==> src/rtl/integer_dispatch_pkg.sv <==
// Shared types for the integer dispatch stage: register/tag widths, the
// register alias table entry and the issue-queue entry format.
package integer_dispatch_pkg;

  localparam int N_ARCH_REGS    = 32;
  localparam int ARCH_IDX_WIDTH = $clog2(N_ARCH_REGS);
  localparam int ROB_ID_WIDTH   = 4;
  localparam int XLEN           = 32;
  localparam int PAYLOAD_WIDTH  = 72;

  typedef logic [ROB_ID_WIDTH-1:0]   rob_id_t;
  typedef logic [XLEN-1:0]           reg_data_t;
  typedef logic [ARCH_IDX_WIDTH-1:0] arch_reg_idx_t;
  typedef logic [PAYLOAD_WIDTH-1:0]  payload_t;

  // One alias-table slot: busy means the newest value lives in the ROB.
  typedef struct packed {
    logic    busy;
    rob_id_t rob_id;
  } rat_entry_t;

  // One renamed source operand as the issue queue sees it.
  typedef struct packed {
    logic      valid;
    rob_id_t   rob_id;
    logic      ready;
    reg_data_t data;
  } iiq_src_t;

  typedef struct packed {
    iiq_src_t src1;
    iiq_src_t src2;
    logic     dst_valid;
    rob_id_t  instr_rob_id;
    payload_t payload;
  } iiq_entry_t;

  localparam int IIQ_ENTRY_WIDTH = $bits(iiq_entry_t);

endpackage

==> src/rtl/integer_dispatch_if.sv <==
// Ready/valid channel from the dispatcher into the integer issue queue.
interface integer_dispatch_if;
  import integer_dispatch_pkg::*;

  logic       valid;
  logic       ready;
  iiq_entry_t data;

  modport master (output valid, output data, input ready);
  modport slave  (input valid, input data, output ready);
endinterface

==> src/rtl/int_rat.sv <==
// Integer register alias table: two combinational read ports, one rename
// write and one tag-qualified commit clear. A rename to the same register
// in the same cycle as its commit keeps the new mapping; flush drops every
// mapping back to the architectural file.
module int_rat
  import integer_dispatch_pkg::*;
(
  input  logic          clk,
  input  logic          rst_aH,
  input  logic          flush,
  input  arch_reg_idx_t rd_idx1,
  input  arch_reg_idx_t rd_idx2,
  output rat_entry_t    rd_entry1,
  output rat_entry_t    rd_entry2,
  input  logic          ren_valid,
  input  arch_reg_idx_t ren_idx,
  input  rob_id_t       ren_rob_id,
  input  logic          commit_valid,
  input  arch_reg_idx_t commit_idx,
  input  rob_id_t       commit_rob_id
);

  rat_entry_t rat_r [N_ARCH_REGS];

  assign rd_entry1 = rat_r[rd_idx1];
  assign rd_entry2 = rat_r[rd_idx2];

  // Table update: flush clears all, otherwise rename beats a matching commit.
  always_ff @(posedge clk or posedge rst_aH) begin
    if (rst_aH) begin
      for (int i = 0; i < N_ARCH_REGS; i++) begin
        rat_r[i] <= '{busy: 1'b0, rob_id: {ROB_ID_WIDTH{1'b0}}};
      end
    end else if (flush) begin
      for (int i = 0; i < N_ARCH_REGS; i++) begin
        rat_r[i].busy <= 1'b0;
      end
    end else begin
      for (int i = 0; i < N_ARCH_REGS; i++) begin
        if (ren_valid && (ren_idx == ARCH_IDX_WIDTH'(i))) begin
          rat_r[i] <= '{busy: 1'b1, rob_id: ren_rob_id};
        end else if (commit_valid && (commit_idx == ARCH_IDX_WIDTH'(i)) &&
                     (rat_r[i].rob_id == commit_rob_id)) begin
          rat_r[i].busy <= 1'b0;
        end else begin
          rat_r[i] <= rat_r[i];
        end
      end
    end
  end

endmodule

==> src/rtl/integer_dispatch.sv <==
// Integer dispatch: renames one decoded instruction per cycle through the
// alias table, allocates its ROB id and presents a complete issue-queue
// entry from an output register that keeps snooping result broadcasts
// while the queue stalls it.
// Optional build macro INT_DISPATCH_STALL_CNT_EN adds the saturating
// stall_cycles / rob_full_cycles performance counters.
module integer_dispatch
  import integer_dispatch_pkg::*;
(
  input  logic                     clk,
  input  logic                     rst_aH,
  input  logic                     dec_valid,
  output logic                     dec_ready,
  input  logic                     dec_src1_valid,
  input  logic                     dec_src2_valid,
  input  logic                     dec_dst_valid,
  input  arch_reg_idx_t            dec_src1_arch,
  input  arch_reg_idx_t            dec_src2_arch,
  input  arch_reg_idx_t            dec_dst_arch,
  input  payload_t                 dec_payload,
  input  reg_data_t                arf_rd_data1,
  input  reg_data_t                arf_rd_data2,
  input  logic                     rob_alloc_ready,
  input  rob_id_t                  rob_alloc_id,
  output logic                     rob_alloc_valid,
  output rob_id_t                  rob_rd_id1,
  output rob_id_t                  rob_rd_id2,
  input  logic                     rob_rd_done1,
  input  logic                     rob_rd_done2,
  input  reg_data_t                rob_rd_data1,
  input  reg_data_t                rob_rd_data2,
  input  logic                     alu_broadcast_valid,
  input  rob_id_t                  alu_broadcast_rob_id,
  input  reg_data_t                alu_broadcast_reg_data,
  input  logic                     ld_broadcast_valid,
  input  rob_id_t                  ld_broadcast_rob_id,
  input  reg_data_t                ld_broadcast_reg_data,
  input  logic                     commit_valid,
  input  arch_reg_idx_t            commit_arch,
  input  rob_id_t                  commit_rob_id,
`ifdef INT_DISPATCH_STALL_CNT_EN
  output logic [31:0]              stall_cycles,
  output logic [31:0]              rob_full_cycles,
`endif
  input  logic                     flush,
  integer_dispatch_if.master       dispatch
);

  localparam arch_reg_idx_t ARCH_ZERO = {ARCH_IDX_WIDTH{1'b0}};
  localparam rob_id_t       ROB_ZERO  = {ROB_ID_WIDTH{1'b0}};
  localparam reg_data_t     DATA_ZERO = {XLEN{1'b0}};

  logic       dispatch_valid_r;
  iiq_entry_t entry_r;
  logic       dispatch_valid_next_s;
  iiq_entry_t entry_next_s;
  logic       accept_s;
  logic       ren_valid_s;
  rat_entry_t rat_rd1_s;
  rat_entry_t rat_rd2_s;
  iiq_entry_t new_entry_s;

  // Resolve a source at accept: x0/unused, ARF, or ROB tag with wakeup
  // from the ALU broadcast first, then load broadcast, then ROB lookup.
  function automatic iiq_src_t resolve_src(
    input logic          used,
    input arch_reg_idx_t arch,
    input rat_entry_t    map,
    input reg_data_t     arf_data,
    input logic          rob_done,
    input reg_data_t     rob_data,
    input logic          alu_v,
    input rob_id_t       alu_id,
    input reg_data_t     alu_d,
    input logic          ld_v,
    input rob_id_t       ld_id,
    input reg_data_t     ld_d
  );
    iiq_src_t s;
    s.valid  = used;
    s.rob_id = ROB_ZERO;
    s.ready  = 1'b1;
    s.data   = DATA_ZERO;
    if (!used || (arch == ARCH_ZERO)) begin
      s.data = DATA_ZERO;
    end else if (!map.busy) begin
      s.data = arf_data;
    end else begin
      s.rob_id = map.rob_id;
      if (alu_v && (alu_id == map.rob_id)) begin
        s.data = alu_d;
      end else if (ld_v && (ld_id == map.rob_id)) begin
        s.data = ld_d;
      end else if (rob_done) begin
        s.data = rob_data;
      end else begin
        s.ready = 1'b0;
      end
    end
    return s;
  endfunction

  // Wake a held, still-waiting source from a matching broadcast.
  function automatic iiq_src_t snoop_src(
    input iiq_src_t  s,
    input logic      alu_v,
    input rob_id_t   alu_id,
    input reg_data_t alu_d,
    input logic      ld_v,
    input rob_id_t   ld_id,
    input reg_data_t ld_d
  );
    iiq_src_t r;
    r = s;
    if (s.valid && !s.ready && alu_v && (alu_id == s.rob_id)) begin
      r.ready = 1'b1;
      r.data  = alu_d;
    end else if (s.valid && !s.ready && ld_v && (ld_id == s.rob_id)) begin
      r.ready = 1'b1;
      r.data  = ld_d;
    end else begin
      r = s;
    end
    return r;
  endfunction

  assign dec_ready       = rob_alloc_ready && !flush && (!dispatch_valid_r || dispatch.ready);
  assign accept_s        = dec_valid && dec_ready;
  assign rob_alloc_valid = accept_s;
  assign ren_valid_s     = accept_s && dec_dst_valid && (dec_dst_arch != ARCH_ZERO);
  assign rob_rd_id1      = rat_rd1_s.rob_id;
  assign rob_rd_id2      = rat_rd2_s.rob_id;

  int_rat u_rat (
    .clk           (clk),
    .rst_aH        (rst_aH),
    .flush         (flush),
    .rd_idx1       (dec_src1_arch),
    .rd_idx2       (dec_src2_arch),
    .rd_entry1     (rat_rd1_s),
    .rd_entry2     (rat_rd2_s),
    .ren_valid     (ren_valid_s),
    .ren_idx       (dec_dst_arch),
    .ren_rob_id    (rob_alloc_id),
    .commit_valid  (commit_valid),
    .commit_idx    (commit_arch),
    .commit_rob_id (commit_rob_id)
  );

  // Assemble the entry for the instruction being accepted this cycle.
  always_comb begin
    new_entry_s.src1 = resolve_src(dec_src1_valid, dec_src1_arch, rat_rd1_s, arf_rd_data1,
                                   rob_rd_done1, rob_rd_data1,
                                   alu_broadcast_valid, alu_broadcast_rob_id, alu_broadcast_reg_data,
                                   ld_broadcast_valid, ld_broadcast_rob_id, ld_broadcast_reg_data);
    new_entry_s.src2 = resolve_src(dec_src2_valid, dec_src2_arch, rat_rd2_s, arf_rd_data2,
                                   rob_rd_done2, rob_rd_data2,
                                   alu_broadcast_valid, alu_broadcast_rob_id, alu_broadcast_reg_data,
                                   ld_broadcast_valid, ld_broadcast_rob_id, ld_broadcast_reg_data);
    new_entry_s.dst_valid    = dec_dst_valid;
    new_entry_s.instr_rob_id = rob_alloc_id;
    new_entry_s.payload      = dec_payload;
  end

  // Output register next state: flush, load, hand-off, or snoop while stalled.
  always_comb begin
    dispatch_valid_next_s = dispatch_valid_r;
    entry_next_s          = entry_r;
    if (flush) begin
      dispatch_valid_next_s = 1'b0;
      entry_next_s          = {IIQ_ENTRY_WIDTH{1'b0}};
    end else if (accept_s) begin
      dispatch_valid_next_s = 1'b1;
      entry_next_s          = new_entry_s;
    end else if (dispatch_valid_r && dispatch.ready) begin
      dispatch_valid_next_s = 1'b0;
    end else if (dispatch_valid_r) begin
      entry_next_s.src1 = snoop_src(entry_r.src1,
                                    alu_broadcast_valid, alu_broadcast_rob_id, alu_broadcast_reg_data,
                                    ld_broadcast_valid, ld_broadcast_rob_id, ld_broadcast_reg_data);
      entry_next_s.src2 = snoop_src(entry_r.src2,
                                    alu_broadcast_valid, alu_broadcast_rob_id, alu_broadcast_reg_data,
                                    ld_broadcast_valid, ld_broadcast_rob_id, ld_broadcast_reg_data);
    end else begin
      dispatch_valid_next_s = 1'b0;
    end
  end

  // Output register holding the entry until the issue queue takes it.
  always_ff @(posedge clk or posedge rst_aH) begin
    if (rst_aH) begin
      dispatch_valid_r <= 1'b0;
      entry_r          <= {IIQ_ENTRY_WIDTH{1'b0}};
    end else begin
      dispatch_valid_r <= dispatch_valid_next_s;
      entry_r          <= entry_next_s;
    end
  end

  assign dispatch.valid = dispatch_valid_r;
  assign dispatch.data  = entry_r;

`ifdef INT_DISPATCH_STALL_CNT_EN
  logic [31:0] stall_cnt_r;
  logic [31:0] rob_full_cnt_r;

  // Saturating performance counters; flush deliberately leaves them alone.
  always_ff @(posedge clk or posedge rst_aH) begin
    if (rst_aH) begin
      stall_cnt_r    <= 32'd0;
      rob_full_cnt_r <= 32'd0;
    end else begin
      if (dispatch_valid_r && !dispatch.ready && (stall_cnt_r != 32'hFFFF_FFFF)) begin
        stall_cnt_r <= stall_cnt_r + 32'd1;
      end else begin
        stall_cnt_r <= stall_cnt_r;
      end
      if (dec_valid && !rob_alloc_ready && (rob_full_cnt_r != 32'hFFFF_FFFF)) begin
        rob_full_cnt_r <= rob_full_cnt_r + 32'd1;
      end else begin
        rob_full_cnt_r <= rob_full_cnt_r;
      end
    end
  end

  assign stall_cycles    = stall_cnt_r;
  assign rob_full_cycles = rob_full_cnt_r;
`endif

endmodule

==> src/flat_wrapper.sv <==
// flat-port wrapper written by rule: the top's interface ports become plain ports
module integer_dispatch_flat import integer_dispatch_pkg::*;
  (clk, rst_aH, dec_valid, dec_ready, dec_src1_valid, dec_src2_valid, dec_dst_valid, dec_src1_arch, dec_src2_arch, dec_dst_arch, dec_payload, arf_rd_data1, arf_rd_data2, rob_alloc_ready, rob_alloc_id, rob_alloc_valid, rob_rd_id1, rob_rd_id2, rob_rd_done1, rob_rd_done2, rob_rd_data1, rob_rd_data2, alu_broadcast_valid, alu_broadcast_rob_id, alu_broadcast_reg_data, ld_broadcast_valid, ld_broadcast_rob_id, ld_broadcast_reg_data, commit_valid, commit_arch, commit_rob_id, flush, dispatch_valid, dispatch_data, dispatch_ready);
  integer_dispatch_if dispatch_i ();
  input  logic clk;
  input  logic rst_aH;
  input  logic dec_valid;
  output logic dec_ready;
  input  logic dec_src1_valid;
  input  logic dec_src2_valid;
  input  logic dec_dst_valid;
  input  arch_reg_idx_t dec_src1_arch;
  input  arch_reg_idx_t dec_src2_arch;
  input  arch_reg_idx_t dec_dst_arch;
  input  payload_t dec_payload;
  input  reg_data_t arf_rd_data1;
  input  reg_data_t arf_rd_data2;
  input  logic rob_alloc_ready;
  input  rob_id_t rob_alloc_id;
  output logic rob_alloc_valid;
  output rob_id_t rob_rd_id1;
  output rob_id_t rob_rd_id2;
  input  logic rob_rd_done1;
  input  logic rob_rd_done2;
  input  reg_data_t rob_rd_data1;
  input  reg_data_t rob_rd_data2;
  input  logic alu_broadcast_valid;
  input  rob_id_t alu_broadcast_rob_id;
  input  reg_data_t alu_broadcast_reg_data;
  input  logic ld_broadcast_valid;
  input  rob_id_t ld_broadcast_rob_id;
  input  reg_data_t ld_broadcast_reg_data;
  input  logic commit_valid;
  input  arch_reg_idx_t commit_arch;
  input  rob_id_t commit_rob_id;
  input  logic flush;
  output wire logic [$bits(dispatch_i.valid)-1:0] dispatch_valid;
  output wire logic [$bits(dispatch_i.data)-1:0] dispatch_data;
  input wire logic [$bits(dispatch_i.ready)-1:0] dispatch_ready;
  assign dispatch_valid = dispatch_i.valid;
  assign dispatch_data = dispatch_i.data;
  assign dispatch_i.ready = dispatch_ready;
  integer_dispatch u_core (.clk(clk), .rst_aH(rst_aH), .dec_valid(dec_valid), .dec_ready(dec_ready), .dec_src1_valid(dec_src1_valid), .dec_src2_valid(dec_src2_valid), .dec_dst_valid(dec_dst_valid), .dec_src1_arch(dec_src1_arch), .dec_src2_arch(dec_src2_arch), .dec_dst_arch(dec_dst_arch), .dec_payload(dec_payload), .arf_rd_data1(arf_rd_data1), .arf_rd_data2(arf_rd_data2), .rob_alloc_ready(rob_alloc_ready), .rob_alloc_id(rob_alloc_id), .rob_alloc_valid(rob_alloc_valid), .rob_rd_id1(rob_rd_id1), .rob_rd_id2(rob_rd_id2), .rob_rd_done1(rob_rd_done1), .rob_rd_done2(rob_rd_done2), .rob_rd_data1(rob_rd_data1), .rob_rd_data2(rob_rd_data2), .alu_broadcast_valid(alu_broadcast_valid), .alu_broadcast_rob_id(alu_broadcast_rob_id), .alu_broadcast_reg_data(alu_broadcast_reg_data), .ld_broadcast_valid(ld_broadcast_valid), .ld_broadcast_rob_id(ld_broadcast_rob_id), .ld_broadcast_reg_data(ld_broadcast_reg_data), .commit_valid(commit_valid), .commit_arch(commit_arch), .commit_rob_id(commit_rob_id), .flush(flush), .dispatch(dispatch_i));
endmodule
==> config.mk <==
export PLATFORM = sky130hd
export DESIGN_NAME = integer_dispatch_flat
export DESIGN_NICKNAME = d
export VERILOG_FILES = /design/src/rtl/integer_dispatch_pkg.sv /design/src/rtl/integer_dispatch_if.sv /design/src/rtl/int_rat.sv /design/src/rtl/integer_dispatch.sv /design/src/flat_wrapper.sv
export SDC_FILE = /design/constraint.sdc
export NUM_CORES = 1
export LEC_CHECK = 0
export BUFFER_PORTS_ARGS = -buffer_cell sky130_fd_sc_hd__buf_4
export CELL_PAD_IN_SITES_DETAIL_PLACEMENT = 0
export CELL_PAD_IN_SITES_GLOBAL_PLACEMENT = 2
export CORE_MARGIN = 2
export CORE_UTILIZATION = 34
export CTS_CLUSTER_SIZE = 12
export DETAILED_ROUTE_END_ITERATION = 6
export PLACE_DENSITY_LB_ADDON = 0.2
export SETUP_SLACK_MARGIN = 0.2
export SLEW_MARGIN = 20
export SYNTH_ARGS = -nofsm -noshare
export SYNTH_HDL_FRONTEND = slang
export SYNTH_SLANG_ARGS = --single-unit
==> constraint.sdc <==
create_clock -name clk -period 11.05 [get_ports clk]
set_clock_uncertainty 0.05 [all_clocks]
set_input_delay 0.5525 -clock clk [delete_from_list [all_inputs] [get_ports clk]]
set_output_delay 0.5525 -clock clk [all_outputs]
set_load 0.01 [all_outputs]
==> out/qor.txt <==
RUN STATUS
----------------------------------------------------------------------------------
Status .............................................................. complete, no violations

CLOCKING
----------------------------------------------------------------------------------
Number of buffers on the longest clock path .........................            3
PostCTS Resize Cnt ..................................................            0
Clock slew at reported path FFs .....................................      0.06 ns
CTS tree ............................................................          yes
Clock latency of the later-clocked register in the worst-skew pair ..      0.58 ns
Total of hold buffers inserted after clock tree synthesis ...........            0
Post CTS Setup Buffer Count .........................................            0
Number of sinks handled by clock tree synthesis .....................          314
Total clock buffers created by CTS ..................................           41
Number of H-tree levels .............................................            2
Clock root cell .....................................................    clkbuf_16

POWER
----------------------------------------------------------------------------------
Leakage Power .......................................................     12.44 nW
Power per standard cell area ........................................ 123.6 nW/um^2
Maximum VDD drop ....................................................    0.1064 mV

TIMING
----------------------------------------------------------------------------------
Worst-Margin Slew ...................................................     1.059 ns
Worst hold slack after final layout .................................    0.1126 ns
Relative slew slack .................................................       29.16%
Unrepaired setup endpoints after global routing .....................           no
Smallest setup slack after layout ...................................     6.621 ns
Count of final hold-check violations ................................            0
Tcrit/Tclk final ....................................................       40.08%
Setup Viol. Count Final .............................................            0
Number of pins exceeding their max-slew limit in the final report ...            0
Timing-limited maximum frequency ....................................    225.8 MHz
Total Negative Setup Slacks .........................................         0 ns
Min Tclk post-route .................................................     4.429 ns

FINISH
----------------------------------------------------------------------------------
Util after Layout ...................................................       43.61%
Number of inserted filler cells in the final layout .................         5956
Post-route cell area ................................................   26320 um^2
Total area of sequential cells ......................................    7858 um^2
Area of the multi-input gates .......................................   12070 um^2
Fraction of layout cells with a size suffix above 1 .................       34.41%
Nets ................................................................         2757
Signed area change from the synthesized netlist to the final layout .       26.79%

PLACEMENT
----------------------------------------------------------------------------------
Placement-stage worst setup slack ...................................     6.039 ns
Final Wtd Congestion ................................................       0.8792
Area after DPL ......................................................   24790 um^2
# port buffers ......................................................          477
DP HPWL .............................................................     62.98 mm

ROUTE
----------------------------------------------------------------------------------
Total Wirelength ....................................................     91.81 mm
First-iteration detailed-routing DRC count ..........................         1504
Vias after detailed routing .........................................       19.01k
Remaining design rule violation count ...............................            0
Number of vias per cell .............................................        5.834
Count of TritonRoute iterations in the first routing pass ...........            7
Average wire length per cell after detail routing ...................     28.17 um
Remaining antenna violation count after routing .....................            0

SYNTH
----------------------------------------------------------------------------------
Total standard cell area after synthesis ............................   20760 um^2
Biggest area contributors in the synthesized netlist ................ dfrtp_1, mux4_2, mux2_2
Most common flop cell mapped by yosys ...............................      dfrtp_1
Synthesis-stage register bit count ..................................          314
YS warnings .........................................................            0
Count of flip-flops with a built-in enable after synthesis ..........            0
Fraction of registers with async set or reset after synthesis .......       100.0%
Syn Area/Cell .......................................................   9.987 um^2
Distinct cell type count of the synthesized netlist .................           73
Most area-hungry cell type in the Yosys netlist .....................      dfrtp_1
Synth Instances .....................................................         2079
Net count after synthesis ...........................................         2393
Share of the synthesized area in the top cell type ..................       37.85%
Fraction of the yosys area taken by sequential cells ................       37.85%

GLOBAL ROUTE
----------------------------------------------------------------------------------
Global routing usage summed across all routing layers ...............       28.36%
Via count of the first global-routing pass ..........................       19.19k
Global-route wire length before repair ..............................     133.9 mm
Total congestion overflow after global routing ......................            0
Largest net degree at the start of global routing ...................          130
Antenna violations before repair ....................................            4

WORST SETUP PATH
----------------------------------------------------------------------------------
Worst Path Buf+Inv ..................................................            2
Delay of the slowest cell on the worst path .........................      0.69 ns
Crit-path leading delay family ...................................... compound AO/OA/AOI/OAI gates
Critical path fanouts, max ..........................................           44
Most Frequent Cell on Critical Path .................................        buf_4
Data arrival time at the worst-slack endpoint .......................      4.87 ns
Critical path cell sequence ......................................... buf_4 > mux4_2 > mux2_2 > a221oi_2 > or3_1 > nand4b_4 > o31ai_4 > buf_4 > and2b_1 > a21oi_2
Type of the setup path with the least slack .........................       in2reg
Endpoint required time on the critical path .........................     11.49 ns
Critical Path End Type ..............................................         flop
Startpoint Class .................................................... primary input
Master of the slowest instance on the critical path .................      o31ai_4

FLOORPLAN
----------------------------------------------------------------------------------
Standard-cell rows ..................................................           90
Boundary Pins .......................................................          478
Area of the core ....................................................   60360 um^2
Initial standard-cell utilization of the core .......................       34.40%
Die footprint .......................................................   63060 um^2
Chip Width ..........................................................     251.1 um
Die span in y .......................................................     251.1 um

FLOW RUN
----------------------------------------------------------------------------------
Max-cap violation count .............................................            0

MIN PATH
----------------------------------------------------------------------------------
Classification of the worst-slack hold path .........................       in2reg

-- report_power, final --
part	internal (mW)	switching (mW)
registers	1.19	0.0393
clock network	0.937	0.565
logic	0.219	0.306
total	2.34	0.910
-- tightest hold or removal path, stage by stage --
cell	delay, ns
buf_4	0.08
nand2_1	0.04
nand2_1	0.04
-- layout make-up --
cell class	count	share of cell area, %
sequential	314	29.85
timing repair buffer	502	14.52
antenna	4	0.03802
inverter	20	0.3185
clock buffer	56	4.648
tap	782	3.717
clock inverter	17	1.050
multi-input combinational	1564	45.86
-- cell families (layout without fill, tap and decap cells) --
family / count (synthesis) / count (layout) / synth area share, %
and+or+nand+nor: 735 / 735 / 17.95
AOI/OAI and AO/OA: 343 / 343 / 12.03
muxes: 336 / 336 / 21.52
DFF: 314 / 314 / 37.85
buffers and inverters: 201 / 595 / 4.321
xor gates and xnor gates: 150 / 150 / 6.328
other: 0 / 4 / 0
-- worst paths after layout --
check	slack (ns)	end	cells after the start	from
max	6.62	u_core.dispatch.data[90]	10	dec_src2_arch[0]
min reg2reg	0.41	u_core.u_rat.rat_r[155]	0	u_core.u_rat.rat_r[155]
max reg2reg	6.83	u_core.dispatch.data[90]	9	u_core.u_rat.rat_r[102]
min	0.11	u_core.dispatch.data[51]	3	dec_payload[51]
min in group asynchronous	0.13	u_core.dispatch.data[84]	2	rst_aH
max in group asynchronous	9.48	u_core.dispatch.data[108]	3	rst_aH
-- layout by cell type (no fill, tap or decap), types with 33 or more instances in the layout --
master / synthesis / layout
xor2_1: 79 / 78
mux4_2: 71 / 71
mux2_2: 132 / 132
nand2b_1: 43 / 43
xnor2_1: 71 / 70
mux2i_1: 119 / 119
a21oi_1: 74 / 74
nor2_1: 75 / 75
o21ai_1: 36 / 33
clkbuf_16: 0 / 42
dfrtp_1: 314 / 314
nor4_1: 56 / 56
nor2b_1: 43 / 43
o221ai_1: 40 / 40
buf_4: 6 / 499
nor3_1: 75 / 75
nand3_1: 102 / 102
nand2_1: 223 / 220
-- flip-flops by register name, indices dropped and copies added (netlist names) --
name,flops
u_core.dispatch.valid,1
u_core.u_rat.rat_r,160
u_core.dispatch.data,153
-- routing by layer --
| metal | routed length (um) | vias to the layer above | share of wire [%] | global-route usage (%) |
|---|---|---|---|---|
| met2 | 44730 | 866 | 49 | 47.74 |
| met3 | 6382 | 147 | 7.0 | 4.753 |
| met4 | 2779 | 0 | 3.0 | 9.269 |
| met1 | 37920 | 9641 | 41 | 37.11 |
| li1 | - | 8358 | - | - |
| met5 | 0 | - | 0 | 0 |
-- Yosys cell counts, drive strengths merged, types with 47 or more instances --
cell / instances
dfrtp: 314
nand2: 223
mux2: 144
clkbuf: 134
mux2i: 119
nand3: 102
a21oi: 94
xor2: 79
nor3: 76
nor2: 75
mux4: 73
xnor2: 71
nor4: 56
o21ai: 49
buf: 47
-- metrics by stage --
stage          instances  total power [mW]
2_1_floorplan       2079             1.505
3_3_place_gp        3180             1.766
3_5_place_dp        3181             1.772
4_1_cts             3254             3.288
5_1_grt             3259             3.365
6_report            3259             3.255
Power figures use the tool's default switching activity.
